--- config.mk ---
export PLATFORM = sky130hd
export DESIGN_NAME = ahb_mgr_hold
export DESIGN_NICKNAME = d
export VERILOG_FILES = /design/src/rtl/ahb_pkg.sv /design/src/rtl/ahb_addr_reg.sv /design/src/rtl/ahb_mgr_hold.sv
export SDC_FILE = /design/constraint.sdc
export NUM_CORES = 1
export LEC_CHECK = 0
export CORE_ASPECT_RATIO = 1.25
export CORE_MARGIN = 3
export CORE_UTILIZATION = 33
export CTS_CLUSTER_DIAMETER = 80
export DETAILED_ROUTE_END_ITERATION = 6
export PLACE_DENSITY = 0.83
export SYNTH_ARGS = -nofsm -noshare
export SYNTH_HDL_FRONTEND = slang
export SYNTH_SLANG_ARGS = --single-unit
--- constraint.sdc ---
create_clock -name HCLK -period 2.5 [get_ports HCLK]
set_clock_uncertainty 0.05 [all_clocks]
set_input_delay 0.5 -clock HCLK [delete_from_list [all_inputs] [get_ports HCLK]]
set_output_delay 0.5 -clock HCLK [all_outputs]
set_load 0.05 [all_outputs]
--- src/rtl/ahb_pkg.sv ---
// Shared AHB encodings and the hold-FSM state type used by the manager-side hold stage.
package ahb_pkg;

    typedef enum logic [1:0] {
        HTRANS_IDLE   = 2'd0,
        HTRANS_BUSY   = 2'd1,
        HTRANS_NONSEQ = 2'd2,
        HTRANS_SEQ    = 2'd3
    } htrans_t;

    localparam logic [2:0] HBURST_SINGLE = 3'd0;
    localparam logic       HRESP_OKAY    = 1'b0;
    localparam logic       HRESP_ERROR   = 1'b1;

    typedef enum logic [1:0] {
        IDLE      = 2'd0,
        ADDR_WAIT = 2'd1,
        DATA      = 2'd2
    } hold_state_t;

    // BUSY and IDLE carry no transfer, so only NONSEQ/SEQ start one.
    function automatic logic is_active(input logic [1:0] trans);
        return (trans == HTRANS_NONSEQ) || (trans == HTRANS_SEQ);
    endfunction

endpackage

--- src/rtl/ahb_addr_reg.sv ---
// Load-enable hold register for one captured AHB address phase.
module ahb_addr_reg #(
    parameter int ADDR_WIDTH = 32
) (
    input  logic                  HCLK,
    input  logic                  HRESETn,
    input  logic                  load,
    input  logic [ADDR_WIDTH-1:0] d_haddr,
    input  logic                  d_hwrite,
    input  logic [2:0]            d_hsize,
    input  logic [3:0]            d_hprot,
    output logic [ADDR_WIDTH-1:0] q_haddr,
    output logic                  q_hwrite,
    output logic [2:0]            q_hsize,
    output logic [3:0]            q_hprot
);

    logic [ADDR_WIDTH-1:0] haddr_r;
    logic                  hwrite_r;
    logic [2:0]            hsize_r;
    logic [3:0]            hprot_r;

    // capture the address phase when load is asserted, otherwise hold
    always_ff @(posedge HCLK or negedge HRESETn) begin
        if (!HRESETn) begin
            haddr_r  <= {ADDR_WIDTH{1'b0}};
            hwrite_r <= 1'b0;
            hsize_r  <= 3'd0;
            hprot_r  <= 4'd0;
        end else if (load) begin
            haddr_r  <= d_haddr;
            hwrite_r <= d_hwrite;
            hsize_r  <= d_hsize;
            hprot_r  <= d_hprot;
        end else begin
            haddr_r  <= haddr_r;
            hwrite_r <= hwrite_r;
            hsize_r  <= hsize_r;
            hprot_r  <= hprot_r;
        end
    end

    assign q_haddr  = haddr_r;
    assign q_hwrite = hwrite_r;
    assign q_hsize  = hsize_r;
    assign q_hprot  = hprot_r;

endmodule

--- src/rtl/ahb_mgr_hold.sv ---
// Holds one manager address phase until the bus arbiter grants the mux, then
// replays it as a NONSEQ/SINGLE transfer and passes the data phase back.
module ahb_mgr_hold
    import ahb_pkg::*;
#(
    parameter int ADDR_WIDTH = 32,
    parameter int DATA_WIDTH = 32,
    parameter int CNT_WIDTH  = 8
) (
    input  logic                  HCLK,
    input  logic                  HRESETn,
    input  logic [ADDR_WIDTH-1:0] s_haddr,
    input  logic [1:0]            s_htrans,
    input  logic                  s_hwrite,
    input  logic [2:0]            s_hsize,
    input  logic [2:0]            s_hburst,
    input  logic [3:0]            s_hprot,
    input  logic [DATA_WIDTH-1:0] s_hwdata,
    output logic                  s_hreadyout,
    output logic [DATA_WIDTH-1:0] s_hrdata,
    output logic                  s_hresp,
    output logic                  mgr_req,
    input  logic                  mgr_grant,
    output logic [ADDR_WIDTH-1:0] m_haddr,
    output logic [1:0]            m_htrans,
    output logic                  m_hwrite,
    output logic [2:0]            m_hsize,
    output logic [2:0]            m_hburst,
    output logic [3:0]            m_hprot,
    output logic [DATA_WIDTH-1:0] m_hwdata,
    input  logic                  m_hready,
    input  logic [DATA_WIDTH-1:0] m_hrdata,
    input  logic                  m_hresp,
    output logic [CNT_WIDTH-1:0]  stall_cnt
);

    hold_state_t          state_r;
    hold_state_t          state_nxt_s;
    logic                 capture_s;
    logic [CNT_WIDTH-1:0] stall_cnt_r;
    logic                 unused_hburst_s;

    // Bursts are split into singles, so the manager's burst type is not needed.
    assign unused_hburst_s = ^s_hburst;

    // A new phase is accepted whenever the manager sees HREADYOUT high.
    assign capture_s = is_active(s_htrans) &&
                       ((state_r == IDLE) || ((state_r == DATA) && m_hready));

    ahb_addr_reg #(
        .ADDR_WIDTH (ADDR_WIDTH)
    ) u_addr_reg (
        .HCLK     (HCLK),
        .HRESETn  (HRESETn),
        .load     (capture_s),
        .d_haddr  (s_haddr),
        .d_hwrite (s_hwrite),
        .d_hsize  (s_hsize),
        .d_hprot  (s_hprot),
        .q_haddr  (m_haddr),
        .q_hwrite (m_hwrite),
        .q_hsize  (m_hsize),
        .q_hprot  (m_hprot)
    );

    // FSM state register
    always_ff @(posedge HCLK or negedge HRESETn) begin
        if (!HRESETn) begin
            state_r <= IDLE;
        end else begin
            state_r <= state_nxt_s;
        end
    end

    // grant-wait counter: cleared on entry to ADDR_WAIT, saturating while there
    always_ff @(posedge HCLK or negedge HRESETn) begin
        if (!HRESETn) begin
            stall_cnt_r <= {CNT_WIDTH{1'b0}};
        end else if (capture_s) begin
            stall_cnt_r <= {CNT_WIDTH{1'b0}};
        end else if ((state_r == ADDR_WAIT) && (stall_cnt_r != {CNT_WIDTH{1'b1}})) begin
            stall_cnt_r <= stall_cnt_r + {{(CNT_WIDTH-1){1'b0}}, 1'b1};
        end else begin
            stall_cnt_r <= stall_cnt_r;
        end
    end

    // next-state and per-state bus outputs
    always_comb begin
        state_nxt_s = state_r;
        s_hreadyout = 1'b1;
        s_hresp     = HRESP_OKAY;
        s_hrdata    = {DATA_WIDTH{1'b0}};
        mgr_req     = 1'b0;
        m_htrans    = HTRANS_IDLE;
        case (state_r)
            IDLE: begin
                if (capture_s) begin
                    state_nxt_s = ADDR_WAIT;
                end else begin
                    state_nxt_s = IDLE;
                end
            end
            ADDR_WAIT: begin
                s_hreadyout = 1'b0;
                mgr_req     = 1'b1;
                if (mgr_grant) begin
                    m_htrans = HTRANS_NONSEQ;
                    if (m_hready) begin
                        state_nxt_s = DATA;
                    end else begin
                        state_nxt_s = ADDR_WAIT;
                    end
                end else begin
                    state_nxt_s = ADDR_WAIT;
                end
            end
            DATA: begin
                mgr_req     = 1'b1;
                s_hreadyout = m_hready;
                s_hrdata    = m_hrdata;
                s_hresp     = m_hresp;
                if (m_hready) begin
                    if (capture_s) begin
                        state_nxt_s = ADDR_WAIT;
                    end else begin
                        state_nxt_s = IDLE;
                    end
                end else begin
                    state_nxt_s = DATA;
                end
            end
            default: begin
                state_nxt_s = IDLE;
            end
        endcase
    end

    assign m_hburst  = HBURST_SINGLE;
    assign m_hwdata  = s_hwdata;
    assign stall_cnt = stall_cnt_r;

endmodule

After elaboration in Yosys (flattened, before gate mapping)
Cells that the tools add are included.
{"block": "classes", "muxes": 13, "addsub": 1, "div_mod_pow": 0, "n_shift": 0, "reduce_logical": 8, "eq_ne": 5, "n_mul": 0, "order_cmp": 0, "n_bitwise": 0}
{"cell": "$mux 32", "n": 1}
{"cell": "$mux 8", "n": 2}
{"cell": "$mux 2", "n": 5}
{"cell": "$add 8x1->8 const B", "n": 1}
{"cell": "$ne 8x8->1 const B", "n": 1}
{"cell": "$eq 2x2->1 const B", "n": 3}
{"cell": "$pmux 2 s3", "n": 1}
{"cell": "$logic_and 1x1->1", "n": 3}
{"cell": "$mux 1", "n": 3}
{"cell": "$eq 2x1->1 const B", "n": 1}
{"cell": "$logic_not 2->1", "n": 1}
{"cell": "$logic_or 1x1->1", "n": 2}
{"cell": "$pmux 1 s2", "n": 1}
{"cell": "$reduce_bool 2->1", "n": 1}
{"cell": "$reduce_or 2->1", "n": 1}
{"block": "word_totals", "inputBits": 114, "memories": 0, "output_inout_bits": 120, "latch_bits": 0, "word_cells": 33, "rom_bits": 0, "regBits": 50, "ram_bits": 0}

Depth between registers and ports, before layout
{"block": "logic_depth", "word_depth": 7, "depth_mapped": 8, "depth_no_buf": 5}

Modules after synthesis
Synthesis repeated with hierarchy kept, for this count alone.
{"block": "unflattened", "cells_unflattened": 218, "hier_area_um2": 2621.3}
{"mod": "ahb_addr_reg", "n_inst": 1, "area_per_inst_um2": 1496.4, "seq_area_each_um2": 1001.0, "cells_each": 84}
{"mod": "ahb_mgr_hold", "n_inst": 1, "area_per_inst_um2": 1124.8, "seq_area_each_um2": 250.2, "cells_each": 134}

Least setup slack after synthesis
OpenSTA, ideal clock, no wires.
{"block": "synth_path", "path_type": "register -> output", "startpoint": "register state_r[0]", "endpoint": "output port s_hreadyout", "slack_ns": 0.563, "t_required_ns": 1.950, "t_arrival_ns": 1.387, "path_buffers": 0, "path_stages_with_launch": 4, "path_cell_list": "dfrtp_1 inv_1 ha_1 nand2_1"}
{"block": "synth_between", "elab_chain_cells": 2, "elab_cells_between_ends": 3, "classes_between": "eq/ne (2); mux (1)"}
{"element": "start, declared", "line": "ahb_mgr_hold.sv:37", "text": "hold_state_t state_r;"}
{"element": "start signal, assigned", "line": "ahb_mgr_hold.sv:71", "text": "state_r <= state_nxt_s;"}
{"element": "$eq 2x2->1 / $eq 2x1->1 (equally long branches)", "line": "ahb_mgr_hold.sv:96", "text": "case (state_r)"}
{"element": "$pmux 1 s2 (*)", "line": "ahb_mgr_hold.sv:96"}
{"element": "end, declared", "line": "ahb_mgr_hold.sv:19", "text": "output logic s_hreadyout,"}
Every way passes the cells marked *; elsewhere a longest branch is shown, timed or not.

Worst setup path after layout
{"block": "layout_path", "startpoint": "register state_r[0]", "endpoint": "output port s_hrdata[10]"}
{"block": "layout_between", "elab_chain_cells": 2}
{"element": "$eq 2x2->1", "line": "ahb_mgr_hold.sv:96"}
{"element": "$mux 32", "line": "ahb_mgr_hold.sv:96"}
{"element": "end, declared", "line": "ahb_mgr_hold.sv:20", "text": "output logic [DATA_WIDTH-1:0] s_hrdata,"}
No other way between the ends.

==> metrics <==
worst skew pair latency=0.29 ns; R2R Setup Slk=between 0.5 and 0.6 ns; Clock transition at path regs=approximately 0.090 ns; synthesized area=2848 sq um; Die ar.=9787 sq um; compound-gate portion of the synthesized area=4.525%; Final Hold Viols=0; total vias in the final route=2134; Max-Slew Margin vs Limit=60.53%; Initial Utilization=34.17%; Syn Inst Count=225; kind of critical path=reg -> out; dpl ws=0.2991 ns; Top Ports=234; Post-Route Setup TNS=0 ns; fmax=between 400 and 500 MHz; Critical Path End=s_hrdata[10]; simple-gate share of the synthesized area=11.99%; vias per cell=4.690; initial antenna violation count=0; Finished Core Util=56.32%; Least-Margin Pin Slew=about 0.58 ns; type of the tightest min-delay check=in -> async; mux cell area share after synthesis=22.72%; flop and latch count out of synthesis=50; critical path launch point=state_r[0]; final slew viol count=0; area of the multi-input gates=around 1200 sq um; CTS tree=yes; outcome=completed; # resized after CTS=0; First-pass DRT Iterations=4; VDD IR-drop max=0.6419 mV; n_diodes=0; largest family of logic cells by synthesized area=multiplexers; Pleak=2.085 nW; P per Cell Area=1258 nW/um^2; Root Driver=clkbuf_8; WP data required=1.95 ns; unrepaired setup endpoints after global routing=no; post-synthesis adder-cell area fraction=2.197%; arrival time at the worst endpoint=1.75 ns; die width=89.09 um; fin crit share=about nine tenths; setup ws final=0.2050 ns; GRT Residual Overflow=0; maxcap violations=0; Routed Wire Length=approximately 8000 um; register area=1251 sq um; clock sinks=50; Seq/Total Area, Yosys=a little over two fifths; fillcell total=677; Clock Path Buffers=2; Std-Cell Core Area=8333 sq um; FF-to-FF path depth=5; crit path capture type=primary output; most frequent cells in the layout=clkdlybuf4s50_1, dfrtp_1, mux2_4, buf_12, and2_1; Die Ht=109.9 um; GPL Wtd Cong=0.7224; hpwl dp=6733 um; H-tree levels=2; Syn Area/Cell=12.66 sq um; count of cell types in the netlist=30; DR iter-0 viols=32; total power=about 5.9 mW; Num CTS Buffers=5; WL/cell=between 15 and 20 um; min Tclk post-route=2.295 ns; Synth warnings=0; R2R Path Start=state_r[1]; Post-CTS Setup Bufs=0; Final #Nets=477; drt drc=0; global-route wire length before repair=11390 um; Finish-stage setup viols=0; Buffers on Ports=around 160; layout cells sized above 1=27.65%; XOR/XNOR Fraction of Synth Area=0%; synthesis-to-finish area growth=64.81%; Startpoint Class=flop; post-route ant nets=0; Rows=37; GRT Total Usage=15.36%; vias in the first global route=2162; Critical Path Fanout Max=35; hold buffer count at cts=0; reg2reg end=stall_cnt[7]; commonest non-fill, non-tap cell in the layout=clkdlybuf4s50_1; pin count of the biggest net entering global routing=36
## final cells by class
class | count | area share (%)
Clock buffer | 5 | 1.466
Clock inverter | 2 | 0.3199
Inverter | 4 | 0.3199
Multi-Input combinational cell | 128 | 25.46
Sequential cell | 50 | 26.66
Tap cell | 97 | 2.586
Timing Repair Buffer | 169 | 43.19
## kinds of logic after synthesis
| logic type | Yosys count |
|---|---|
| AO/OA/AOI/OAI | 19 |
| adder cells (fa/ha/maj) | 5 |
| buffers and inverters | 50 |
| flip-flops | 50 |
| multiplexers | 45 |
| other | 1 |
| AND/OR/NAND/NOR | 55 |
## synth_stat cells
cell type | n | share of area (%)
dfrtp_1 | 50 | 44
mux2_4 | 39 | 21
buf_4 | 36 | 9.5
and2_1 | 30 | 6.6
nand2_1 | 7 | 0.92
a21oi_1 | 5 | 0.88
buf_12 | 5 | 3.5
ha_1 | 5 | 2.2
mux2i_1 | 5 | 1.8
o21ai_0 | 5 | 0.88
and2_2 | 4 | 1.1
inv_1 | 4 | 0.53
clkbuf_1 | 3 | 0.40
nor3_1 | 3 | 0.53
o21bai_1 | 3 | 0.79
a2111oi_0 | 2 | 0.62
a211oi_1 | 2 | 0.53
and3_1 | 2 | 0.44
and4b_1 | 2 | 0.70
nand4_1 | 2 | 0.44
nor2_1 | 2 | 0.26
a21boi_0 | 1 | 0.26
a21oi_4 | 1 | 0.57
and4_4 | 1 | 0.40
buf_2 | 1 | 0.18
buf_6 | 1 | 0.40
conb_1 | 1 | 0.13
mux2_2 | 1 | 0.40
nand2b_4 | 1 | 0.48
nand3_1 | 1 | 0.18
## report_power, final
part,leakage (nW),switching (mW),internal (mW)
combinational,1.45,2.31,1.72
clock,0.0362,0.263,0.192
sequential,0.603,0.242,1.18
## critical path, stage by stage (launching register included)
cell	delay [ns]
dfrtp_1	0.42
inv_1	0.10
ha_1	0.22
buf_4	0.28
and2_1	0.26
buf_12	0.16
## flip-flops by register name, indices dropped and copies added, names as in the netlist
register and cells:
stall_cnt 8, state_r 2, u_addr_reg.q_haddr 32, u_addr_reg.q_hprot 4
u_addr_reg.q_hsize 3, u_addr_reg.q_hwrite 1
## stage by stage
stage | hold WS [ns] | instance area (sq um) | instances
floorplan | 0.1544 | 2859 | 228
global placement | 0.4428 | 4609 | 448
detailed placement | 0.4435 | 4609 | 448
CTS | 0.1397 | 4693 | 455
global route | 0.1609 | 4693 | 455
finish | 0.1294 | 4693 | 455
## per-layer routing
layer	track usage, %	share of wire, %	vias to the layer above
met5	0	0	-
met4	4.574	1.4	0
met3	7.721	15	9
met2	26.98	49	163
met1	15.81	34	983
li1	-	-	979
## worst min-delay path by stage
stage	startpoint	endpoint	slack [ns]
after floorplan	HRESETn	stall_cnt[0]	0.15
after global placement	u_addr_reg.q_hprot[1]	u_addr_reg.q_hprot[1]	0.44
after detailed placement	u_addr_reg.q_haddr[15]	u_addr_reg.q_haddr[15]	0.44
after CTS	HRESETn	u_addr_reg.q_haddr[15]	0.14
after global routing	HRESETn	u_addr_reg.q_haddr[15]	0.16
final	HRESETn	u_addr_reg.q_haddr[15]	0.13
No activity file was read; power rests on OpenSTA's default activity.
==> patch, RTL diff (same settings) <==
`ADDR_WIDTH` is set to 32 in 2 places; all go to 64.
--- a/src/rtl/ahb_addr_reg.sv
+++ b/src/rtl/ahb_addr_reg.sv
@@ -1,5 +1,5 @@
 // Load-enable hold register for one captured AHB address phase.
 module ahb_addr_reg #(
-    parameter int ADDR_WIDTH = 32
+    parameter int ADDR_WIDTH = 64
 ) (
     input  logic                  HCLK,
--- a/src/rtl/ahb_mgr_hold.sv
+++ b/src/rtl/ahb_mgr_hold.sv
@@ -4,5 +4,5 @@
     import ahb_pkg::*;
 #(
-    parameter int ADDR_WIDTH = 32,
+    parameter int ADDR_WIDTH = 64,
     parameter int DATA_WIDTH = 32,
     parameter int CNT_WIDTH  = 8
Ports: changed (resized m_haddr and s_haddr); port bits go from 234 to 298. The function was not compared with the original's and may differ.
==> patch against the original RTL <==
Critical path depth is the same. Core utilization grew 0.15 points. Maximum frequency is essentially flat. Worst setup slack lost 2.1 ps. Power grew 68%. Via count grew 41%. Design area grew 48%. Worst hold slack lost 55 ps. Routed wire length grew 40%. Largest power group unchanged. First-iteration DRC count grew to 5.1 times the old value. Sequential cell count grew 32. Sequential power grew 65%. Area after synthesis grew 47%. Critical endpoint is now s_hrdata[24].
==> patch: results <==
[cts]
worst_skew_pair.late_latency_ps = 320
cts-root-buf = "clkbuf_16"
h-tree-depth = 3
cts_buffer_depth = 2
cts_inserted_buffers = 9
cts.clk_slew.worst_paths_ps = 60

[route]
wire_per_inst_um = 17.0
avgViaCountPerCell = 4.60
drt_iter0_drc = 164
drt_first_pass_iters = 4

[layout]
final_cell_count_no_fill = 656
n_antenna_cell = 0
largest_reg_flops = 64
drive_gt1_share_pct = 27.6

[yosys]
synthTopCellsByArea = "dfrtp_1 (49%), mux2_4 (25%), buf_4 (6.5%)"
syn_area_per_cell_um2 = 14.3
seq_area_frac_synth_pct = 49.1
yosys_warnings = 0
ys_top_cells_by_count = "dfrtp_1 (82), mux2_4 (69), buf_4 (36)"

[global_routing]
grt_pass1_wl_um = 18300
antenna_found_initial = 0
grt.total_usage_pct = 16.6
first_global_vias = 3360
grt_max_degree = 49

[placed_design]
portBuffers = 225
dp_cells = 642
place.detailed.hpwl_um = 8960
place.gp.congestion = 0.765
place_ws_ps = 308

[critical_path]
arrival_ps = 1750
worstPathMaxFanout = 35

[power]
p_leak_uw = 0.00310
ir_drop_uv = 614
netSwitchingFraction_pct = 45.1

[run_status]
outcome = "finished clean"

[sta]
worstMarginPinSlew_ps = 588
patch: path summary, 6_finish.rpt:
kind | start | end | slack, ps | depth (start not counted)
worst max register to register | state_r[0] | u_addr_reg.q_haddr[39] | 630 | 6
min in group HCLK | u_addr_reg.q_hprot[1] | u_addr_reg.q_hprot[1] | 450 | 1
max in group asynchronous | HRESETn | u_addr_reg.q_haddr[52] | 1710 | 2
worst max-delay path | state_r[0] | s_hrdata[24] | 200 | 5
worst min register to register | u_addr_reg.q_hprot[1] | u_addr_reg.q_hprot[1] | 450 | 1
worst min-delay path | HRESETn | u_addr_reg.q_haddr[19] | 70 | 1
patch: through the flow:
step	instance area, µm²	utilization, %
after global placement	6630	54.0
after detailed placement	6630	54.0
final	6930	56.5
after global routing	6930	56.5
after CTS	6930	56.5
after floorplan	4190	-
patch: power by group through the flow:
| stage | logic (µW) | registers (µW) | clock network (µW) |
|---|---|---|---|
| after CTS | 6310 | 2350 | 1400 |
| final | 6240 | 2350 | 1360 |
| after global routing | 6480 | 2440 | 1460 |
| after detailed placement | 6280 | 2360 | 0 |
| after floorplan | 2200 | 4520 | 0 |
| after global placement | 6220 | 2310 | 0 |
patch: logic make-up after synthesis:
logic type / Yosys count / share of synthesized area (%)
compound gates: 19 / 3.08
fa+ha+maj: 5 / 1.50
buf+inv: 53 / 11.3
flops: 82 / 49.1
mux: 77 / 26.8
other cells: 1 / 0.0897
simple gates: 55 / 8.11
patch: cell type report:
cell class                 instances  area [µm²]
clock inverter                     5        81.3
fill                            1009        5340
sequential                        82        2050
clock buffer                       9         225
inverter                           4        15.0
multi-input combinational        160        1670
tap                              164         205
timing repair buffer             232        2690
patch: routing by layer:
layer,GRT usage (%),vias to the layer above,wire [µm]
met1,18.0,1468,3890
li1,-,1346,-
met5,0,-,0
met3,5.63,24,971
met2,29.6,179,6060
met4,5.90,0,255
patch: worst reg2reg max path: stages, from the launching register on:
cell	delay [ps]
dfrtp_1	390
inv_1	80
ha_1	250
a21oi_4	170
nand2b_4	200
buf_12	240
mux2_2	370
